$ cat src/rtl/user_au_pkg.sv
// Shared types and constants for the user_au audio path.
package user_au_pkg;

  localparam int SampleWidth = 32;
  localparam int ChanWidth   = 16;
  localparam int FrameBits   = 32;
  localparam int SlotWidth   = $clog2(FrameBits);

  typedef struct packed {
    logic [ChanWidth-1:0] left;
    logic [ChanWidth-1:0] right;
  } stereo_sample_t;

  // Word select for a given bit slot: high while the right channel is coming,
  // which starts one slot before the right MSB and ends one slot before the left MSB.
  function automatic logic ws_for_slot(input logic [SlotWidth-1:0] slot);
    return (slot >= SlotWidth'(15)) && (slot <= SlotWidth'(30));
  endfunction

endpackage

$ cat src/rtl/user_au_i2s_clkgen.sv
// I2S bit-clock generator: divides clk_i down to sck and flags falling edges.
module user_au_i2s_clkgen #(
  parameter int ClkDiv = 4
) (
  input  logic clk_i,
  input  logic rst_ni,
  input  logic en_i,
  output logic sck_o,
  output logic fall_o
);

  localparam int DivW = (ClkDiv > 1) ? $clog2(ClkDiv) : 1;
  localparam logic [DivW-1:0] DivLast = DivW'(ClkDiv - 1);

  logic [DivW-1:0] div_cnt;
  logic            sck_q;
  logic            wrap;

  assign wrap   = en_i && (div_cnt == DivLast);
  // fall_o marks the cycle whose closing clk edge drives sck low, so that
  // consumers can update their own flops on that very same edge.
  assign fall_o = wrap && sck_q;
  assign sck_o  = sck_q;

  // Half-period counter and sck toggle flop; both held at zero while disabled.
  always_ff @(posedge clk_i or negedge rst_ni) begin
    if (!rst_ni) begin
      div_cnt <= '0;
      sck_q   <= 1'b0;
    end else if (!en_i) begin
      div_cnt <= '0;
      sck_q   <= 1'b0;
    end else begin
      div_cnt <= wrap ? '0 : div_cnt + 1'b1;
      if (wrap) sck_q <= ~sck_q;
    end
  end

endmodule

$ cat src/rtl/user_au_i2s_tx.sv
// Philips I2S transmitter: one-entry holding register in front of a 32-bit
// frame shifter; sck/ws/sd all come straight from flops.
module user_au_i2s_tx
  import user_au_pkg::*;
#(
  parameter int ClkDiv = 4
) (
  input  logic                   clk_i,
  input  logic                   rst_ni,
  input  logic                   en_i,
  input  logic [SampleWidth-1:0] data_i,
  input  logic                   valid_i,
  output logic                   ready_o,
  output logic                   i2s_sck_o,
  output logic                   i2s_ws_o,
  output logic                   i2s_sd_o,
  output logic                   underrun_o
);

  stereo_sample_t         hold_q;
  logic                   hold_full;
  logic [FrameBits-1:0]   sh_q;
  logic [SlotWidth-1:0]   bit_cnt;
  logic                   ws_q;
  logic                   sd_q;
  logic                   underrun_q;

  logic                   fall;
  logic                   accept;
  logic                   load;
  logic [SlotWidth-1:0]   bit_next;
  logic [FrameBits-1:0]   frame_next;

  user_au_i2s_clkgen #(
    .ClkDiv (ClkDiv)
  ) u_clkgen (
    .clk_i  (clk_i),
    .rst_ni (rst_ni),
    .en_i   (en_i),
    .sck_o  (i2s_sck_o),
    .fall_o (fall)
  );

  assign ready_o    = ~hold_full;
  assign accept     = valid_i & ~hold_full;
  assign load       = fall && (bit_cnt == SlotWidth'(FrameBits - 1));
  assign bit_next   = bit_cnt + 1'b1;
  // On a frame boundary the new frame is the held sample, or silence if none.
  assign frame_next = load ? (hold_full ? FrameBits'(hold_q) : '0) : sh_q;

  // Holding register: accepts regardless of en_i, emptied by a frame load.
  always_ff @(posedge clk_i or negedge rst_ni) begin
    if (!rst_ni) begin
      hold_q    <= '0;
      hold_full <= 1'b0;
    end else if (accept) begin
      hold_q    <= stereo_sample_t'(data_i);
      hold_full <= 1'b1;
    end else if (load && hold_full) begin
      hold_full <= 1'b0;
    end
  end

  // Frame shifter, slot counter and serial outputs, all advancing on sck falls.
  always_ff @(posedge clk_i or negedge rst_ni) begin
    if (!rst_ni) begin
      sh_q       <= '0;
      bit_cnt    <= SlotWidth'(FrameBits - 1);
      ws_q       <= 1'b0;
      sd_q       <= 1'b0;
      underrun_q <= 1'b0;
    end else if (!en_i) begin
      // Abandon any frame in progress; the next enable starts from a boundary.
      sh_q       <= '0;
      bit_cnt    <= SlotWidth'(FrameBits - 1);
      ws_q       <= 1'b0;
      sd_q       <= 1'b0;
      underrun_q <= 1'b0;
    end else if (fall) begin
      sh_q    <= frame_next;
      bit_cnt <= bit_next;
      ws_q    <= ws_for_slot(bit_next);
      sd_q    <= frame_next[SlotWidth'(FrameBits - 1) - bit_next];
      if (load && !hold_full) underrun_q <= 1'b1;
    end
  end

  assign i2s_ws_o   = ws_q;
  assign i2s_sd_o   = sd_q;
  assign underrun_o = underrun_q;

endmodule

$ cat config.mk
export PLATFORM = sky130hd
export DESIGN_NAME = user_au_i2s_tx
export DESIGN_NICKNAME = d
export VERILOG_FILES = /design/src/rtl/user_au_pkg.sv /design/src/rtl/user_au_i2s_clkgen.sv /design/src/rtl/user_au_i2s_tx.sv
export SDC_FILE = /design/constraint.sdc
export NUM_CORES = 1
export LEC_CHECK = 0
export ABC_AREA = 1
export CAP_MARGIN = 30
export CELL_PAD_IN_SITES_DETAIL_PLACEMENT = 2
export CELL_PAD_IN_SITES_GLOBAL_PLACEMENT = 2
export CORE_ASPECT_RATIO = 1.75
export CORE_MARGIN = 3
export CORE_UTILIZATION = 34
export CTS_BUF_LIST = sky130_fd_sc_hd__clkbuf_8 sky130_fd_sc_hd__clkbuf_16
export CTS_CLUSTER_DIAMETER = 60
export CTS_CLUSTER_SIZE = 14
export DETAILED_ROUTE_END_ITERATION = 10
export MAX_ROUTING_LAYER = met4
export PLACE_DENSITY_LB_ADDON = 0.1
export SYNTH_ARGS = -nofsm -noshare
export SYNTH_HDL_FRONTEND = slang
export SYNTH_HIERARCHICAL = 1
export SYNTH_SLANG_ARGS = --single-unit
$ cat constraint.sdc
create_clock -name clk_i -period 2.5 [get_ports clk_i]
set_input_delay 0.375 -clock clk_i [delete_from_list [all_inputs] [get_ports clk_i]]
set_output_delay 0.375 -clock clk_i [all_outputs]
set_load 0.02 [all_outputs]
==> impl_metrics.yaml <==
sta:
  final-max-slew-violation-count: 0
  setup_tns_ns: 0
  max_freq_mhz: 427
  setup_viol: 0
  fin_worst_skew_ns: 0.00687
  hold_violations: 0
  slew_headroom_pct: 65.4
  max_slew.worst_pin.slew_ns: 0.517
  rsz0062_at_grt: "no"
  fin_crit_ns: 2.34
  fin_crit_sh_pct: 93.6
setup_path:
  r2r_cells: 13
  critPathRequiredTime_ns: 2.78
  crit_chain: "ha_1 -> nand2_1 -> nor2_1 -> ha_2 -> nand2_4 -> buf_12 -> o21ai_1 -> nor2_1 -> nor2_1 -> nand2_1 -> nand3_1 -> nand3_1 -> nand3_1"
  cp_slowest_cell: "dfstp_2"
  cp-start-kind: "flop"
  slowest_delay_ns: 0.56
  critical-path-top-delay-family: "simple AND/OR/NAND/NOR gates"
  r2r_start: "bit_cnt[1]$_DFFE_PN1P_"
  ff2ff_setup_slack_ns: 0.16
  arrival_ns: 2.62
  cp-end-kind: "flop"
  worstReg2RegEnd: "i2s_sd_o$_DFFE_PN0P_"
  critPathKind: "reg -> reg"
  critPathBufInv: 1
  critPathMaxFanout: 49
hold_path:
  hold_end: "u_clkgen/div_cnt[0]$_DFF_PN0_"
  hold_start: "u_clkgen/div_cnt[0]$_DFF_PN0_"
  min_path_cells: 1
  min_path_type: "reg -> reg"
routing:
  drt-total-wl_mm: 10.7
  vias: 2995
  vias_per_cell: 4.97
  drc: 0
  wire_per_inst_um: 17.7
  dr.pass1.iters: 4
  drt_iter0_markers: 90
  ant_nets: 0
clock_tree:
  clk_path_buf_depth: 2
  cts_root_buf: "clkbuf_16"
  clock-sinks: 76
  numCtsBuffers: 9
  cts_htree_levels: 3
  tritoncts: "yes"
  path_clk_slew_ns: 0.06
  insertion_delay_ns: 0.34
  cts_post_setup_buffers_inserted: 0
logic_synthesis:
  synth_area_per_cell_um2: 8.65
  synth_top_area_cell: "dfrtp_1"
  synth-main-ff-cell: "dfrtp_1"
  synth.distinct_cells: 22
  postSynthCellCount: 421
  synth_top_family_by_area: "simple AND/OR/NAND/NOR gates"
  synth_compound_area_share_pct: 5.84
  muxShareOfSynthArea_pct: 8.66
  yosysWarnings: 6
  async_flop_share_pct: 100
  synth_fp_nets: 461
  synth-edff-count: 0
  yosysSeqAreaShare_pct: 52.4
  post_synth_main_area_contributors: "dfrtp_1, nand2_1, mux2_2"
  synthXorXnorAreaFrac_pct: 0.241
  synth_adder_area_share_pct: 1.38
  yosys.area_share.simple_pct: 23.0
  synth-seq-cells: 76
  synth_top_area_share_pct: 48.8
  synth.cell_area_mm2: 0.00364
finish:
  stdcell_count: 603
  drive_gt1_share_pct: 15.1
  final_cell_mix: "nand2_1, dfrtp_1, nor2_1"
  diodes: 0
  nFillCells: 1170
  mostFrequentLayoutCell: "nand2_1"
  syn_to_final_growth_pct: 24.3
  nNetsFinal: 511
grt:
  grt_max_degree: 50
  grt_usage_pct: 19.9
  antenna_found_initial: 0
  overflow: 0
  grt_pass1_wl_mm: 17.9
  grt_pass1_vias: 3508
placed_design:
  place_congestion: 0.793
  dp_hpwl_mm: 7.52
  port_buffers: 40
  dp_cells: 586
outcome:
  status: "complete, no violations"
floorplanning:
  ios: 41
  die_area_mm2: 0.0120
  core_area_mm2: 0.0104
  die_h_um: 143
  die_w_um: 84.2
  core.rowCount: 49
  start_util_pct: 35.1
pwr:
  swShare_pct: 28.4
  irDropWorstVdd_mv: 0.483
  seqPwrFrac_pct: 44.4
  leakage_nw: 2.17
  power_frac_comb_pct: 21.6
  p_int_mw: 2.60
  clkPwrFrac_pct: 33.9
  p_per_area_mw_per_mm2: 803
  switchingPower_mw: 1.03
flow_run:
  cap_violations: 0
[routing by layer]
| layer | vias up | global-route usage (%) | routed length, µm |
|---|---|---|---|
| met5 | - | - | 0 |
| li1 | 1429 | - | - |
| met4 | 0 | 8.81 | 282 |
| met2 | 43 | 37.0 | 5980 |
| met1 | 1505 | 20.1 | 4120 |
| met3 | 18 | 3.35 | 267 |
[sequential cells by signal, summed over array words and instances, names as in the netlist]
name and count:
hold_q 32, sh_q 32, bit_cnt 5, u_clkgen/div_cnt 2
hold_full 1, i2s_sd_o 1, i2s_ws_o 1, u_clkgen/sck_o 1
underrun_o 1
[power groups by stage]
stage / clock network (mW) / registers [mW] / logic [mW]
4_1_cts: 1.29 / 1.62 / 0.806
6_report: 1.23 / 1.61 / 0.786
3_3_place_gp: 0 / 1.62 / 0.766
5_1_grt: 1.33 / 1.65 / 0.891
3_5_place_dp: 0 / 1.64 / 0.800
2_1_floorplan: 0 / 1.59 / 0.500
[per-stage QoR]
step                      util, %  total power [mW]  hold WS, ns  setup slack (ns)  instance area [µm²]
after floorplan                 -              2.09       0.0794             0.460                 3640
after global routing         43.7              3.87        0.461            0.0187                 4520
after detailed placement     40.7              2.44        0.350             0.101                 4220
after global placement       40.7              2.39        0.342             0.246                 4220
after CTS                    43.5              3.71        0.437           0.00557                 4510
final                        43.7              3.63        0.436             0.159                 4520
[repair_timing]
action,in CTS,in global routing
resized for setup,0,9
endpoints found under the setup margin,0,1
hold endpoints to repair,30,0
hold buffers,1,0
[Yosys cell counts, drive strengths merged (4+ instances only)]
library cell and instances:
nor2 59, dfstp 5, mux2 28, o21ai 24, dfrtp 71, ha 4
a21oi 17, nand2 109, nand3 34, buf 13, inv 46, clkbuf 4
[how the worst max path moves through the flow]
stage                            from                   end  slack, ns  cells after the start
2_1_floorplan  bit_cnt[0]$_DFFE_PN1P_  i2s_sd_o$_DFFE_PN0P_       0.46                     15
3_3_place_gp                     en_i  i2s_sd_o$_DFFE_PN0P_       0.25                     12
3_5_place_dp   bit_cnt[1]$_DFFE_PN1P_  i2s_sd_o$_DFFE_PN0P_       0.10                     13
6_report       bit_cnt[1]$_DFFE_PN1P_  i2s_sd_o$_DFFE_PN0P_       0.16                     13
5_1_grt        bit_cnt[1]$_DFFE_PN1P_  i2s_sd_o$_DFFE_PN0P_       0.02                     14
4_1_cts        bit_cnt[1]$_DFFE_PN1P_  i2s_sd_o$_DFFE_PN0P_      0.006                     13
[area by class of cell]
class                      count  area [µm²]  share of cell area [%]
sequential                    76        1910                    42.2
timing repair buffer          56         558                    12.3
tap                          127         159                    3.51
clock buffer                  12         267                    5.89
multi-input combinational    280        1430                    31.7
inverter                      48         181                    4.01
clock inverter                 4        16.3                   0.360
[logic make-up after synthesis]
logic type / after synthesis
and+or+nand+nor: 205
DFF: 76
buffers and inverters: 65
AOI/OAI and AO/OA: 42
muxes: 28
adders and majority gates: 4
xor gates and xnor gates: 1
Note: power is estimated with default switching activity, not from simulation.
